`config.mk`:
```
export PLATFORM = sky130hd
export DESIGN_NAME = pc_fetch_ctrl
export DESIGN_NICKNAME = d
export VERILOG_FILES = /design/src/rtl/pc_fetch_ctrl.sv
export SDC_FILE = /design/constraint.sdc
export NUM_CORES = 1
export LEC_CHECK = 0
export CAP_MARGIN = 0
export CORE_MARGIN = 4
export CORE_UTILIZATION = 49
export DETAILED_ROUTE_END_ITERATION = 8
export GPL_TIMING_DRIVEN = 0
export PLACE_DENSITY = 0.81
export SETUP_SLACK_MARGIN = 0.3
export SYNTH_ARGS = -nofsm -noshare
export SYNTH_HDL_FRONTEND = slang
export SYNTH_SLANG_ARGS = --single-unit
```
`constraint.sdc`:
```
create_clock -name clk -period 1.9 [get_ports clk]
set_input_delay 0.38 -clock clk [delete_from_list [all_inputs] [get_ports clk]]
set_output_delay 0.38 -clock clk [all_outputs]
set_load 0.01 [all_outputs]
```
`src/rtl/pc_fetch_ctrl.sv`:
```
`default_nettype none
// +----------------------------------------------------------------------------+
// | pc_fetch_ctrl : PC owner and instruction-fetch sequencer (mem req/ack ->   |
// |                 decode valid/ready) with branch redirect and fetch squash. |
// | Revision      : 1.0                                                        |
// +----------------------------------------------------------------------------+
module pc_fetch_ctrl #(
  parameter int unsigned       ADDR_W    = 32,
  parameter logic [ADDR_W-1:0] RESET_VEC = '0,
  parameter int unsigned       CNT_W     = 16
) (
  input  logic              clk,
  input  logic              rst_n,
  output logic              im_req,
  output logic [ADDR_W-1:0] im_addr,
  input  logic              im_ack,
  input  logic [31:0]       im_rdata,
  input  logic              br_valid,
  input  logic [ADDR_W-1:0] br_target,
  output logic              if_valid,
  output logic [31:0]       if_instr,
  output logic [ADDR_W-1:0] if_pc,
  input  logic              id_ready,
  output logic [CNT_W-1:0]  fetch_cnt
);

  localparam logic [ADDR_W-1:0] C_PC_STEP = ADDR_W'(4);
  localparam logic [CNT_W-1:0]  C_CNT_ONE = CNT_W'(1);

  typedef enum logic [1:0] {
    ST_BOOT  = 2'd0,
    ST_FETCH = 2'd1,
    ST_HOLD  = 2'd2
  } state_t;

  state_t              r_state, w_state_nxt;
  logic [ADDR_W-1:0]   r_pc, w_pc_nxt;
  logic                r_kill, w_kill_nxt;
  logic                w_req_nxt, w_valid_nxt;
  logic [ADDR_W-1:0]   w_addr_nxt, w_ifpc_nxt;
  logic [31:0]         w_instr_nxt;
  logic [CNT_W-1:0]    w_cnt_nxt, w_cnt_sat;
  logic [ADDR_W-1:0]   w_br_tgt;

  assign w_br_tgt  = {br_target[ADDR_W-1:2], 2'b00};
  assign w_cnt_sat = (&fetch_cnt) ? fetch_cnt : fetch_cnt + C_CNT_ONE;

  always_ff @(posedge clk or negedge rst_n) begin
    if (!rst_n) begin
      r_state   <= ST_BOOT;
      r_pc      <= RESET_VEC;
      r_kill    <= 1'b0;
      im_req    <= 1'b0;
      im_addr   <= RESET_VEC;
      if_valid  <= 1'b0;
      if_instr  <= '0;
      if_pc     <= '0;
      fetch_cnt <= '0;
    end else begin
      r_state   <= w_state_nxt;
      r_pc      <= w_pc_nxt;
      r_kill    <= w_kill_nxt;
      im_req    <= w_req_nxt;
      im_addr   <= w_addr_nxt;
      if_valid  <= w_valid_nxt;
      if_instr  <= w_instr_nxt;
      if_pc     <= w_ifpc_nxt;
      fetch_cnt <= w_cnt_nxt;
    end
  end

  always_comb begin
    w_state_nxt = r_state;
    w_pc_nxt    = r_pc;
    w_kill_nxt  = r_kill;
    w_req_nxt   = im_req;
    w_addr_nxt  = im_addr;
    w_valid_nxt = if_valid;
    w_instr_nxt = if_instr;
    w_ifpc_nxt  = if_pc;
    w_cnt_nxt   = fetch_cnt;
    case (r_state)
      ST_BOOT: begin
        if (br_valid) w_pc_nxt = w_br_tgt;
        w_state_nxt = ST_FETCH;
        w_req_nxt   = 1'b1;
        w_addr_nxt  = w_pc_nxt;
      end
      ST_FETCH: begin
        if (im_ack) begin
          if (r_kill || br_valid) begin
            // Returned word belongs to a redirected-away path: drop it and re-request.
            w_kill_nxt = 1'b0;
            if (br_valid) w_pc_nxt = w_br_tgt;
            w_addr_nxt = w_pc_nxt;
          end else begin
            w_instr_nxt = im_rdata;
            w_ifpc_nxt  = r_pc;
            w_pc_nxt    = r_pc + C_PC_STEP;
            w_state_nxt = ST_HOLD;
            w_req_nxt   = 1'b0;
            w_valid_nxt = 1'b1;
          end
        end else if (br_valid) begin
          // The request on the bus cannot be withdrawn; mark its ack for discard.
          w_pc_nxt   = w_br_tgt;
          w_kill_nxt = 1'b1;
        end
      end
      ST_HOLD: begin
        if (id_ready || br_valid) begin
          if (id_ready) w_cnt_nxt = w_cnt_sat;
          if (br_valid) w_pc_nxt = w_br_tgt;
          w_state_nxt = ST_FETCH;
          w_valid_nxt = 1'b0;
          w_req_nxt   = 1'b1;
          w_addr_nxt  = w_pc_nxt;
        end
      end
      default: w_state_nxt = ST_BOOT;
    endcase
  end

endmodule
`default_nettype wire
```
==> impl_metrics.toml <==
[outcome]
status = "complete, but fails checks"
violations = "negative setup slack"

[yosys]
synthTopCellsByCount = "nand2_1 (220), dfrtp_1 (149), a21oi_1 (53), nor2_1 (53), mux2i_1 (30)"
synth_area_um2 = 6900
synth_top_area_share_pct = 54.0
async_reset_ff_share_pct = 100
yosysUniqueCellTypes = 72
yosysWarnings = 0
yosysSeqAreaShare_pct = 54.0
synth_area_per_cell_um2 = 9.47
synth_edf_count = 0
ys_ff_latch = 149
synth_ff_type = "dfrtp_1"
synth.area.top_cells = "dfrtp_1 (54%), nand2_1 (12%), mux2i_1 (4.3%)"
yosysMostFrequentCell = "nand2_1"
syn_inst = 729
synth_nets = 800
yosysTopAreaCell = "dfrtp_1"

[sta]
setup_tns_ps = -1330
fin_crit_ps = 2090
slew_headroom_pct = 40.3
slew_violations = 0
worstMarginPinSlew_ps = 893
rsz0062_at_grt = "yes"
finalCritPeriodShare_pct = 110
setup_ws_ps = -190
setup_viol = 16
finalHoldViolCount = 0
max_freq_mhz = 479
finClkSkew_ps = 15.3

[detailed_routing]
vias = 7790
vias_per_cell = 6.40
drt_iter0_markers = 1035
drcViolationCount = 0
wl_per_cell_um = 26.3
drt_first_pass_iters = 8
detail_route.wirelength_um = 32100
wl_met1_um = 11300
wl_met3_um = 3340
maxUsedRoutingLayer = "met4"
antenna_left = 0
wl_met2_um = 15200

[clock_tree]
clk_latency_ps = 450
ctsRootBufferMaster = "clkbuf_16"
numCtsBuffers = 17
clkTransAtPathRegs_ps = 70
numClockSinks = 149
cts_tree = "built"
clockBufferDepth = 2
h-tree-depth = 4

[global_route]
grt_pass1_vias = 7598
grt-ovfl-total = 0
grt_max_degree = 90
antenna_found_initial = 1
grt_pass1_wl_um = 41900
gr-usage-all-layers_pct = 33.4

[power]
p_per_area_nw_per_um2 = 1470
swShare_pct = 40.9
pwr-share-seq_pct = 33.7
power.internal_mw = 10.6
leakage_nw = 5.63
comb_power_share_pct = 46.9
p_sw_mw = 7.32
ir_drop_v = 0.00104
clock_power_share_pct = 19.4

[worst_hold_path]
hold_start = "if_pc[15]"
holdPathStages = 2
hold_end = "if_pc[15]"
hold_class = "reg -> reg"

[die]
ioPinCount = 183
initial_utilization_pct = 49.9
die_x_um = 127
rows = 43
core_um2 = 13800
die-area_um2 = 16100
die_h_um = 127

[place]
placedCellCount = 1090
place_hpwl_um = 14500
routabilityCongestion = 0.861
portBuffers = 180

[worst_setup_path]
crit_slowest_cell = "nor4_4"
worstPathCellList = "buf_6, nand4_1, nor4_4, buf_6, buf_6, nand4_1, mux2i_1, nor2_1"
worstSetupEndpointType = "flip-flop"
ff2ff_path_depth = 8
critical_path_class = "reg -> reg"
r2r_start = "r_pc[16]"
cp.arrival_ps = 2410
r2r_slack_ps = -190
r2r-end = "r_pc[25]"
cp.required_ps = 2220
crit_fanout = 6
max_stage_delay_ps = 460
worst_setup_path_start_kind = "flip-flop"
path_common_cell = "buf_6"

[cells_and_area]
fin_nets = 1094
finalNonFillerCells = 1217
seq_area_um2 = 3740
fillers = 573
drive_above_1_share_pct = 41.3
multi_input_area_um2 = 4190
areaGrowthSynthToFinish_pct = 75.8

[job]
drv_cap = 0
-- area by class of cell --
type / instances / area share (%)
antenna: 1 / 0.0206
buffer: 44 / 4.75
clock buffer: 23 / 4.02
clock inverter: 9 / 0.825
inverter: 8 / 0.268
multi-input combinational: 528 / 34.5
sequential: 149 / 30.8
tap: 180 / 1.86
timing repair buffer: 275 / 22.9
-- cell families after synthesis --
group                    synth area share [%]
AND/OR/NAND/NOR                          23.2
flip-flops                               54.0
AO/OA/AOI/OAI                            12.5
buffers and inverters                    3.52
multiplexers                             4.51
XOR/XNOR                                 1.90
adder cells (fa/ha/maj)                 0.362
-- power by group through the flow --
stage               clock network, mW  logic [mW]  registers (mW)
finish                           3.48        8.40            6.02
global route                     3.61        8.78            6.13
detailed placement                  0        5.70            5.46
floorplan                           0        2.29            5.76
CTS                              3.39        6.76            5.58
global placement                    0        5.58            5.43
-- worst max-delay path: cells and delay by family, from the launching register on --
family / cells / cell delay (ps)
buffers and inverters: 3 / 440
muxes: 1 / 260
and+or+nand+nor: 4 / 880
DFF: 1 / 370
-- cell usage in the layout, fill, tap and decap left out, types with 6 or more instances in the layout --
| cell | n |
|---|---|
| o21ai_1 | 10 |
| nand2_4 | 53 |
| dfrtp_2 | 11 |
| or3_1 | 6 |
| nand2_2 | 63 |
| clkbuf_16 | 27 |
| mux2i_1 | 30 |
| buf_16 | 10 |
| dfrtp_1 | 138 |
| clkdlybuf4s50_1 | 63 |
| dlygate4sd2_1 | 113 |
| a21oi_2 | 35 |
| nand3_2 | 7 |
| nor2_1 | 23 |
| buf_8 | 10 |
| inv_1 | 7 |
| nor2_4 | 27 |
| buf_6 | 34 |
| nand2_1 | 104 |
| nand3_1 | 12 |
| buf_4 | 59 |
| buf_12 | 8 |
| nand4_1 | 11 |
| a21oi_1 | 15 |
-- routing by layer --
metal / track usage (%) / vias to the layer above
li1: - / 3108
met1: 40.3 / 3712
met2: 54.9 / 744
met3: 9.26 / 226
met4: 17.0 / 0
met5: 0 / -
-- sequential cells by signal (all words and copies together) (netlist names) --
name	flops
if_valid	1
if_instr	32
r_pc	32
fetch_cnt	16
im_req	1
if_pc	32
r_kill	1
r_state	2
im_addr	32
-- worst max-delay path by stage --
stage,from,endpoint,slack (ps),cells past startpoint
floorplan,r_state[1],r_pc[15],240,7
global placement,rst_n,fetch_cnt[6],-6150,1
detailed placement,br_valid,if_pc[31],-900,7
CTS,r_pc[12],r_pc[29],60,7
global route,r_pc[16],r_pc[25],-200,8
finish,r_pc[16],r_pc[25],-190,8
-- repair_timing --
item | CTS | global route
setup endpoints to repair | 257 | 148
pin swaps | 144 | 59
setup buffers | 60 | 18
gates cloned | 13 | 2
hold endpoints to repair | 60 | 0
hold buffers | 1 | 0
resized for setup | 372 | 202
-- stage by stage --
stage	power (mW)	cell area (µm²)	hold slack [ps]	util, %	worst slack [ps]
floorplan	8.05	7030	84.4	-	244
global placement	11.0	9060	457	65.5	-6150
detailed placement	11.2	9090	397	65.7	-904
CTS	15.7	11200	450	80.9	57.8
global route	18.5	12100	483	87.8	-199
finish	17.9	12100	476	87.8	-190
(Power assumes the default switching activity.)
